### src/rtl/mem_io_bus_ctrl.sv
// Two-master arbiter and address decoder for the shared data-memory / memory-mapped I/O bus.
// Optional I/O wait timeout is compiled in when BUS_TIMEOUT_EN is defined.
module mem_io_bus_ctrl #(
  parameter logic [31:0] MEM_TOP  = 32'd32764,
  parameter logic [31:0] IO1_ADDR = 32'd32768,
  parameter logic [31:0] IO2_ADDR = 32'd32772,
  parameter int unsigned TIMEOUT  = 15
) (
  input  logic        clk,
  input  logic        rst,
  input  logic        m0_req,
  input  logic        m0_we,
  input  logic [31:0] m0_addr,
  input  logic [31:0] m0_wdata,
  output logic        m0_ack,
  input  logic        m1_req,
  input  logic        m1_we,
  input  logic [31:0] m1_addr,
  input  logic [31:0] m1_wdata,
  output logic        m1_ack,
  output logic        bus_err,
  output logic [31:0] bus_rdata,
  output logic [31:0] dev_addr,
  output logic [31:0] dev_wdata,
  output logic        memwrite,
  output logic        memread,
  input  logic [31:0] mem_rdata,
  output logic        io1_write,
  output logic        io1_read,
  output logic        io2_write,
  output logic        io2_read,
  input  logic        io1_ready,
  input  logic        io2_ready,
  input  logic [31:0] io1_rdata,
  input  logic [31:0] io2_rdata
);

  typedef enum logic [1:0] {S_IDLE, S_ACCESS, S_RESP} state_t;
  typedef enum logic [1:0] {T_MEM, T_IO1, T_IO2, T_NONE} tgt_t;

  state_t      r_state, w_state_nxt;
  tgt_t        r_tgt, w_tgt_nxt, w_dec;
  logic        r_gnt_m1, w_gnt_m1_nxt;
  logic        r_last_m1;
  logic        r_we, w_we_nxt;
  logic [31:0] r_dev_addr, w_addr_nxt;
  logic [31:0] r_dev_wdata, w_wdata_nxt;
  logic        w_sel_m1;
  logic [31:0] w_sel_addr;
  logic        w_io_ready;
  logic [31:0] w_io_rdata;
  logic        w_timeout;
  logic        w_resp_err;
  logic [31:0] w_resp_rdata;
  logic        w_resp, w_acc;

  logic        r_m0_ack, r_m1_ack, r_bus_err;
  logic [31:0] r_bus_rdata;
  logic        r_memwrite, r_memread;
  logic        r_io1_write, r_io1_read, r_io2_write, r_io2_read;

  // Round-robin: on a tie, m1 wins only if m0 was the last master served.
  always_comb begin
    w_sel_m1   = m1_req && (!m0_req || !r_last_m1);
    w_sel_addr = w_sel_m1 ? m1_addr : m0_addr;
  end

  always_comb begin
    w_dec = T_NONE;
    if (w_sel_addr <= MEM_TOP && w_sel_addr[1:0] == 2'b00) begin
      w_dec = T_MEM;
    end else if (w_sel_addr == IO1_ADDR) begin
      w_dec = T_IO1;
    end else if (w_sel_addr == IO2_ADDR) begin
      w_dec = T_IO2;
    end
  end

  always_comb begin
    w_io_ready = 1'b0;
    w_io_rdata = '0;
    if (r_tgt == T_IO1) begin
      w_io_ready = io1_ready;
      w_io_rdata = io1_rdata;
    end else if (r_tgt == T_IO2) begin
      w_io_ready = io2_ready;
      w_io_rdata = io2_rdata;
    end
  end

`ifdef BUS_TIMEOUT_EN
  logic [15:0] r_wait;

  // Counts completed ACCESS cycles of the current I/O wait; clears on leaving ACCESS.
  always_ff @(posedge clk) begin
    if (rst) begin
      r_wait <= '0;
    end else if (r_state == S_ACCESS && w_state_nxt == S_ACCESS) begin
      r_wait <= r_wait + 16'd1;
    end else begin
      r_wait <= '0;
    end
  end

  assign w_timeout = (r_wait == 16'(TIMEOUT - 1));
`else
  assign w_timeout = 1'b0;
`endif

  always_comb begin
    w_state_nxt  = r_state;
    w_tgt_nxt    = r_tgt;
    w_gnt_m1_nxt = r_gnt_m1;
    w_we_nxt     = r_we;
    w_addr_nxt   = r_dev_addr;
    w_wdata_nxt  = r_dev_wdata;
    w_resp_err   = 1'b0;
    w_resp_rdata = '0;
    unique case (r_state)
      S_IDLE: begin
        if (m0_req || m1_req) begin
          w_gnt_m1_nxt = w_sel_m1;
          w_we_nxt     = w_sel_m1 ? m1_we : m0_we;
          w_addr_nxt   = w_sel_addr;
          w_wdata_nxt  = w_sel_m1 ? m1_wdata : m0_wdata;
          w_tgt_nxt    = w_dec;
          if (w_dec == T_NONE) begin
            w_state_nxt = S_RESP;
            w_resp_err  = 1'b1;
          end else begin
            w_state_nxt = S_ACCESS;
          end
        end
      end
      S_ACCESS: begin
        if (r_tgt == T_MEM) begin
          w_state_nxt  = S_RESP;
          w_resp_rdata = r_we ? '0 : mem_rdata;
        end else if (w_io_ready) begin
          // Ready takes priority over a timeout reached on the same edge.
          w_state_nxt  = S_RESP;
          w_resp_rdata = r_we ? '0 : w_io_rdata;
        end else if (w_timeout) begin
          w_state_nxt = S_RESP;
          w_resp_err  = 1'b1;
        end
      end
      S_RESP: begin
        w_state_nxt = S_IDLE;
      end
      default: begin
        w_state_nxt = S_IDLE;
      end
    endcase
  end

  // Outputs are registered from the next-state decision so they align with the state they describe.
  always_comb begin
    w_resp = (w_state_nxt == S_RESP);
    w_acc  = (w_state_nxt == S_ACCESS);
  end

  always_ff @(posedge clk) begin
    if (rst) begin
      r_state     <= S_IDLE;
      r_tgt       <= T_NONE;
      r_gnt_m1    <= 1'b0;
      r_last_m1   <= 1'b1;
      r_we        <= 1'b0;
      r_dev_addr  <= '0;
      r_dev_wdata <= '0;
      r_m0_ack    <= 1'b0;
      r_m1_ack    <= 1'b0;
      r_bus_err   <= 1'b0;
      r_bus_rdata <= '0;
      r_memwrite  <= 1'b0;
      r_memread   <= 1'b0;
      r_io1_write <= 1'b0;
      r_io1_read  <= 1'b0;
      r_io2_write <= 1'b0;
      r_io2_read  <= 1'b0;
    end else begin
      r_state     <= w_state_nxt;
      r_tgt       <= w_tgt_nxt;
      r_gnt_m1    <= w_gnt_m1_nxt;
      r_we        <= w_we_nxt;
      r_dev_addr  <= w_addr_nxt;
      r_dev_wdata <= w_wdata_nxt;
      if (r_state == S_RESP) begin
        r_last_m1 <= r_gnt_m1;
      end
      r_m0_ack    <= w_resp && !w_gnt_m1_nxt;
      r_m1_ack    <= w_resp && w_gnt_m1_nxt;
      r_bus_err   <= w_resp && w_resp_err;
      r_bus_rdata <= w_resp ? w_resp_rdata : '0;
      r_memwrite  <= w_acc && (w_tgt_nxt == T_MEM) && w_we_nxt;
      r_memread   <= w_acc && (w_tgt_nxt == T_MEM) && !w_we_nxt;
      r_io1_write <= w_acc && (w_tgt_nxt == T_IO1) && w_we_nxt;
      r_io1_read  <= w_acc && (w_tgt_nxt == T_IO1) && !w_we_nxt;
      r_io2_write <= w_acc && (w_tgt_nxt == T_IO2) && w_we_nxt;
      r_io2_read  <= w_acc && (w_tgt_nxt == T_IO2) && !w_we_nxt;
    end
  end

  assign m0_ack    = r_m0_ack;
  assign m1_ack    = r_m1_ack;
  assign bus_err   = r_bus_err;
  assign bus_rdata = r_bus_rdata;
  assign dev_addr  = r_dev_addr;
  assign dev_wdata = r_dev_wdata;
  assign memwrite  = r_memwrite;
  assign memread   = r_memread;
  assign io1_write = r_io1_write;
  assign io1_read  = r_io1_read;
  assign io2_write = r_io2_write;
  assign io2_read  = r_io2_read;

endmodule

### config.mk
export PLATFORM = sky130hd
export DESIGN_NAME = mem_io_bus_ctrl
export DESIGN_NICKNAME = d
export VERILOG_FILES = /design/src/rtl/mem_io_bus_ctrl.sv
export SDC_FILE = /design/constraint.sdc
export NUM_CORES = 1
export LEC_CHECK = 0
export CORE_AREA = 2 2 133 135
export CTS_CLUSTER_SIZE = 30
export DETAILED_ROUTE_END_ITERATION = 10
export DIE_AREA = 0 0 135 137
export PLACE_DENSITY = 0.69
export SKIP_LAST_GASP = 1
export SLEW_MARGIN = 20
export SYNTH_ARGS = -nofsm -noshare
export SYNTH_HDL_FRONTEND = slang
export SYNTH_SLANG_ARGS = --single-unit
### constraint.sdc
create_clock -name clk -period 3.45 [get_ports clk]
set_input_delay 1.035 -clock clk [delete_from_list [all_inputs] [get_ports clk]]
set_output_delay 1.035 -clock clk [all_outputs]
set_load 0.03 [all_outputs]
Word level (Yosys, flattened, before mapping)
Index checks and enable logic that the tools add are counted.

operators by class
  mux-type cells = 28
  equality and inequality tests = 11
  bitwise operators = 2
  magnitude comparators = 1
  reductions and logical operators = 26

operator list
  cell                  count
  $mux 32               8
  $eq 32x16->1 const B  2
  $le 32x15->1 const B  1
  $mux 2                8
  $logic_and 1x1->1     14
  $mux 1                11
  $eq 2x2->1 const B    5
  $eq 2x1->1 const B    4
  $logic_not 2->1       4
  $logic_not 1->1       4
  $pmux 2 s2            1
  $reduce_or 3->1       1
  $logic_or 1x1->1      2
  $not 1->1             2
  $reduce_and 2->1      1

storage, ports and cells
  logic and storage cells = 85
  bits of input ports = 232
  register bits after elaboration = 112
  output and inout port bits = 105

Depth between registers and ports, before layout
Gate-level depths: netlist of the first run.

  depth after elaboration = 15
  depth in mapped cells = 7
  gate-level depth less buffers = 5

Least setup slack after synthesis of the first run
No wires, ideal clock.

  kind = input-to-reg
  from = input m1_addr[15]
  to = register r_io2_read, in the netlist io2_read
  library setup time = 0.086 ns
  setup slack = 1.217 ns
  arrival = 2.147 ns
  stages = 5
  buffers on the path = 0
  data required time = 3.364 ns
  path through = or3_1 > mux2i_4 > nor3b_2 > nand4b_1 > a211oi_1

on the way
  cells in the longest elaborated chain, start to end = 12
  elaborated cells between the ends (all ways) = 18
  those cells by class = order compare (1); eq/ne (5); mux (9); reduce/logical (3)

ends and longest elaborated chain
  element                                                               line  text
  from (decl)                                                           18    input logic [31:0] m1_addr,
  $mux 32 *                                                             65    w_sel_addr = w_sel_m1 ? m1_addr : m0_addr;
  parallel branches: the longest is 3 deep, another holds $le 32x15->1  n/a
  $mux 2 *                                                              70    if (w_sel_addr <= MEM_TOP && w_sel_addr[1:0] == 2'b00) begin
  $eq 2x2->1                                                            127   if (w_dec == T_NONE) begin
  $mux 2                                                                127
  $mux 2                                                                121   if (m0_req || m1_req) begin
  $pmux 2 s2                                                            119   unique case (r_state)
  $eq 2x1->1                                                            160   w_acc = (w_state_nxt == S_ACCESS);
  $logic_and 1x1->1 * (2 in a row)                                      201   r_io2_read <= w_acc && (w_tgt_nxt == T_IO2) && !w_we_nxt;
  to (signal assigned)                                                  201
  to (decl)                                                             60    logic r_io1_write, r_io1_read, r_io2_write, r_io2_read;

Mark *: on every way between the ends.
A chain may end at the register's enable or synchronous reset.

Worst setup path in the final report of the first run
  from = input m0_addr[25]
  to = register r_io1_read, in the netlist io1_read

on the way
  cells in the longest elaborated chain, start to end = 12
  elaborated cells between the ends (all ways) = 18
  those cells by class = order compare (1); eq/ne (5); mux (9); reduce/logical (3)

ends and longest elaborated chain
  element                                                               line  text
  from (decl)                                                           13    input logic [31:0] m0_addr,
  $mux 32 *                                                             65
  parallel branches: the longest is 3 deep, another holds $le 32x15->1  n/a
  $mux 2 *                                                              70
  $eq 2x2->1                                                            127
  $mux 2                                                                127
  $mux 2                                                                121
  $pmux 2 s2                                                            119
  $eq 2x1->1                                                            160
  $logic_and 1x1->1 * (2 in a row)                                      199   r_io1_read <= w_acc && (w_tgt_nxt == T_IO1) && !w_we_nxt;
  to (signal assigned)                                                  199
  to (decl)                                                             60

Marks and branches as above.

==> qor.yml, run 1 <==
run_status:
  outcome: "completed"
worst_setup_path:
  path_buf_inv: 2
  critical-path-top-delay-family: "compound AO/OA/AOI/OAI gates"
  cp.required_ns: 3.72
  r2r-start: "r_state[1]"
  start_kind: "input port"
  path_class: "input port to flop"
  slowest_stage: "clkdlybuf4s50_1"
  path_max_fanout: 6
  slowest_delay_ns: 0.47
  worst_setup_path_end_kind: "flop"
  crit_chain: "clkdlybuf4s50_1, nor4_1, buf_4, nand3_1, o22ai_2, o211ai_1, a211oi_1"
  crit_path_start: "m0_addr[25]"
  cp_data_arrival_time_ns: 3.12
routing:
  first_iter_violations: 194
  vias_per_cell: 4.87
  num_vias: 5756
  ant_nets: 0
  drcViolationCount: 0
  wirelength_um: 19900
  wl_per_cell_um: 16.8
  firstDrtPassIters: 4
sta:
  fin_tns_setup_ns: 0
  clock-skew-final_ns: 0.00586
  whs_ns: 0.488
  grt_setup_unrepaired: "false"
  worstMarginPinSlew_ns: 0.611
  period_share_pct: 82.7
  drv_slew: 0
  finalSetupViolCount: 0
  max_freq_mhz: 351
  post-route-min-period_ns: 2.85
  relSlewSlack_pct: 59.3
  hold_violations: 0
yosys:
  syn_avg_cell_area_um2: 7.97
  yosysSeqAreaShare_pct: 43.7
  synth_fp_nets: 875
  synth.distinct_cells: 44
  netlist_instances: 643
  synthFlopType: "dfxtp_1"
  syn_area_mm2: 0.00512
  synthArstFlopShare_pct: 0
  synth_edf_count: 0
  synth-seq-cells: 112
  synth_top_area_cell: "dfxtp_1"
  synthTopCellsByArea: "dfxtp_1, a311oi_1, nand2_1, nor2_1, mux2i_1"
  synth_top_area_share_pct: 43.7
  synth.yosys.warnings: 0
floorplan:
  initial_core_util_pct: 30.0
  die_x_um: 135
  die_h_um: 137
  fp-row-count: 48
  core_area_mm2: 0.0171
  ios: 337
  die_area_mm2: 0.0185
cells_and_area:
  final_cell_mix: "clkdlybuf4s50_1, nand2_1, nor2_1"
  nets: 1184
  final_common_cell: "clkdlybuf4s50_1"
  drive_above_1_share_pct: 4.71
  area_growth_pct: 75.3
  fin_area_mm2: 0.00898
grt:
  met3_usage_pct: 7.52
  grt_start_max_net_pins: 82
  gr-usage-met1_pct: 21.9
  met2_usage_pct: 39.1
  antenna_found_initial: 1
  grt_pass1_wl_um: 30000
  grt_pass1_vias: 5665
  track_usage_pct: 21.0
  top_usage_layer: "met2"
  overflow: 0
worst_hold_path:
  hold_path.class: "flop to flop"
  hold_start: "r_gnt_m1"
cts:
  clk_latency_ns: 0.35
  post-cts-setup-buffer-count: 0
  cts_hold_buf: 0
  clkSlewWorstSetupHoldPaths_ns: 0.07
  numCtsBuffers: 9
  cts.sinks: 112
  clock_path_buffers: 2
  cts-root-buf: "clkbuf_16"
  post_cts_resized: 0
  cts_tree: "done"
  htreeDepth: 3
job:
  cap_violations: 0
placement:
  place_congestion: 0.839
  place_area_mm2: 0.00868
  dp_hpwl_um: 15500
  io_buffers: 336
power_and_ir_drop:
  vdd_drop_max_mv: 0.232
  p_leak_nw: 3.48
  power.density_mw_per_mm2: 378
report_power, final:
part / internal [mW] / total (mW) / switching, mW
clock: 0.602 / 1.08 / 0.481
combinational: 0.463 / 0.894 / 0.432
sequential: 1.37 / 1.41 / 0.0415
logic make-up (layout without fill, tap and decap cells):
logic type             after synthesis  count (layout)  synth area share (%)
muxes                               35              35                  7.08
buffers and inverters               58             371                  5.15
other                                0               1                     0
and+or+nand+nor                    315             315                  25.7
DFF                                112             112                  43.7
AOI/OAI and AO/OA                  123             123                  18.3
area by class of cell:
cell class                      count  area (um2)
Clock inverter                      2        38.8
Tap cell                          225         282
Antenna cell                        1        2.50
Timing Repair Buffer              351        3510
Sequential cell                   112        2240
Fill cell                        1661        8070
Multi-Input combinational cell    473        2630
Clock buffer                       13         260
Inverter                            5        18.8
sequential cells by signal (all words and copies together), names as in the netlist:
signal / count
bus_rdata: 32
io1_read: 1
memwrite: 1
r_we: 1
r_tgt: 2
r_state: 2
r_gnt_m1: 1
dev_addr: 32
m0_ack: 1
r_last_m1: 1
bus_err: 1
io2_read: 1
dev_wdata: 32
io1_write: 1
io2_write: 1
m1_ack: 1
memread: 1
worst reg2reg max path: stages, from the launching register on:
cell and delay [ns]:
dfxtp_1 0.32, nor2_1 0.29, and2_4 0.49, buf_12 0.36, nor2_1 0.11, a311oi_1 0.25
per-layer routing:
metal / part of all wire [%] / wire (um)
met4: 2.1 / 425
met3: 10 / 2040
met2: 51 / 10100
met1: 37 / 7380
met5: 0 / 0
final timing paths:
check,to,slack (ns),cells past startpoint
max reg2reg,dev_addr[25],1.54,5
min,r_gnt_m1,0.49,2
max,io1_read,0.60,7
min reg2reg,r_gnt_m1,0.49,2
synth_stat cells (2+ instances only):
master	n
nand2_1	137
nor2_1	131
dfxtp_1	112
a311oi_1	63
a21oi_1	36
mux2i_1	34
clkbuf_1	27
buf_2	22
nor4_1	12
nor3_1	11
inv_1	5
nand3_1	5
a211oi_1	4
a21o_1	3
nand4_1	3
a211oi_2	2
a22o_1	2
a31oi_1	2
buf_6	2
nand2b_1	2
nor2b_1	2
nor3b_2	2
or2_4	2
or3_1	2
per-stage QoR:
step	setup WS, ns	power, mW	instances	utilization, %
2_1_floorplan	1.22	1.84	643	-
3_3_place_gp	0.334	2.34	1166	50.9
3_5_place_dp	0.260	2.35	1166	50.9
4_1_cts	0.630	3.44	1181	52.7
5_1_grt	0.475	3.54	1182	52.7
6_report	0.598	3.39	1182	52.7
No activity file was read; power rests on OpenSTA's default activity.
==> inputs of run 2 (changes only) <==
Settings changed: CORE_AREA 2 2 133 135 to 2 2 130 132, DIE_AREA 0 0 135 137 to 0 0 132 134, PLACE_DENSITY 0.69 to 0.72.
Clock period 3.45 ns to 2.99 ns, I/O delays scaled along.
==> qor.yml, run 2 (synthesis results as in run 1) <==
run_status:
  outcome: "completed"
placement:
  dp_cells: 1165  # -0.086%
  place_congestion: 0.857  # +2.1%
  place_area_mm2: 0.00872  # +0.42%
  dp_hpwl_um: 15600  # +0.58%
  io_buffers: 336  # unchanged
  pre_cts_ws_ns: -0.0694  # -0.329 ns
power_and_ir_drop:
  power.density_mw_per_mm2: 429  # +14%
  vdd_drop_max_mv: 0.257  # +11%
  pwr-share-seq_pct: 42.2  # +0.5 points
  p_comb_share_pct: 26.9  # +0.5 points
  clkPwrFrac_pct: 30.9  # -1.0 points
  p_leak_nw: 3.50  # +0.53%
  netSwitchingPower_mw: 1.14  # +19%
  power_mw: 3.86  # +14%
  p_int_mw: 2.73  # +12%
  switching_share_pct: 29.4  # +1.3 points
sta:
  max_freq_mhz: 376
  drv_slew: 0  # unchanged
  relSlewSlack_pct: 49.2  # -10 points
  clock-skew-final_ns: 0.00765  # +0.00179 ns
  grt_setup_unrepaired: "false"
  period_share_pct: 89.0
  worstMarginPinSlew_ns: 0.758  # +0.147 ns
  finalSetupViolCount: 0  # unchanged
  post-route-min-period_ns: 2.66
  fin_ws_ns: 0.329  # -0.269 ns
  hold_violations: 0  # unchanged
cells_and_area:
  fin_cells: 1181  # -0.085%
  n_antenna_cell: 0  # -1
  final_common_cell: "clkdlybuf4s50_1"
  nets: 1188  # +0.34%
  drive_above_1_share_pct: 5.41  # +0.70 points
  utilization_pct: 55.3  # +2.6 points
  final_cell_mix: "clkdlybuf4s50_1, nand2_1, nor2_1"
  area_growth_pct: 75.8
  fin_area_mm2: 0.00901  # +0.26%
grt:
  track_usage_pct: 22.5  # +1.5 points
  antenna_found_initial: 0  # -1
  grt_start_max_net_pins: 75  # -8.5%
  grt_pass1_wl_um: 31300  # +4.5%
  grt_pass1_vias: 5691  # +0.46%
  overflow: 0  # unchanged
cts:
  post-cts-setup-buffer-count: 0  # unchanged
  post_cts_resized: 0  # unchanged
  clkSlewWorstSetupHoldPaths_ns: 0.07  # about the same
  cts.sinks: 112  # unchanged
  cts-root-buf: "clkbuf_16"
  clock_path_buffers: 2  # unchanged
  cts_tree: "done"
  numCtsBuffers: 9  # unchanged
  clk_latency_ns: 0.35  # about the same
  htreeDepth: 3  # unchanged
  cts_hold_buf: 0  # unchanged
worst_setup_path:
  slowest_stage: "clkdlybuf4s50_1"
  worst_setup_path_end_kind: "flop"
  crit_chain: "clkdlybuf4s50_1, nor4_1, buf_4, nand3_1, o22ai_2, nand4b_1, a211oi_1"
  cp.required_ns: 3.24  # -0.48 ns
  path_max_fanout: 6  # unchanged
  slowest_delay_ns: 0.43  # -0.04 ns
  start_kind: "input port"
  path_class: "input port to flop"
  cp_data_arrival_time_ns: 2.91  # -0.21 ns
floorplan:
  ios: 337  # unchanged
  core_area_mm2: 0.0163  # -4.5%
  die_h_um: 134  # -2.2%
  initial_core_util_pct: 31.5  # +1.4 points
  die_area_mm2: 0.0177  # -4.4%
  die_x_um: 132  # -2.2%
  fp-row-count: 47  # -2.1%
routing:
  wl_per_cell_um: 17.1  # +1.3%
  ant_nets: 0  # unchanged
  firstDrtPassIters: 4  # unchanged
  num_vias: 5794  # +0.66%
  wirelength_um: 20200  # +1.2%
  first_iter_violations: 223  # +15%
  drcViolationCount: 0  # unchanged
  vias_per_cell: 4.91  # +0.75%
worst_hold_path:
  hold_path.class: "flop to flop"
job:
  cap_violations: 0  # unchanged
[run 2: power groups by stage]
stage          Sequential, mW  Combinational (mW)  Clock [mW]
6_report                 1.63                1.04        1.19
5_1_grt                  1.64                1.11        1.28
4_1_cts                  1.63                1.05        1.23
3_5_place_dp             1.67                1.04           0
3_3_place_gp             1.66                1.04           0
2_1_floorplan            1.84               0.283           0
[run 2: per-layer routing]
metal | vias to the layer above | part of all wire (%) | track usage, %
li1 | 2879 | - | -
met1 | 2643 | 39 | 24.8
met4 | 0 | 1.8 | 7.13
met5 | - | 0 | 0
met2 | 250 | 50 | 40.8
met3 | 22 | 8.7 | 7.41
[run 2: final cells by class]
type                            count  area (um2)
Sequential cell                   112        2240
Clock inverter                      6        50.0
Clock buffer                       10         239
Inverter                            5        18.8
Tap cell                          220         275
Multi-Input combinational cell    473        2630
Timing Repair Buffer              355        3550
Fill cell                        1537        7280
[run 2: final timing paths]
path | startpoint | end | slack (ns) | cells past startpoint
worst min-delay path | r_gnt_m1 | r_gnt_m1 | 0.49 | 2
worst max register to register | r_tgt[1] | io2_write | 1.16 | 5
worst max-delay path | m0_addr[16] | io2_write | 0.33 | 7
worst min register to register | r_gnt_m1 | r_gnt_m1 | 0.49 | 2
[run 2: per-stage QoR]
stage                     hold WS, ns   TNS, ns
after global routing            0.514         0
after detailed placement        0.486    -0.129
after floorplan                 0.450         0
after global placement          0.463  -0.00589
final                           0.494         0
after CTS                       0.496         0
[run 2: worst max-delay path: cells and delay by family]
family          cells  cell delay, ns
buf+inv             2            0.63
simple gates        3            0.77
compound gates      2            0.61
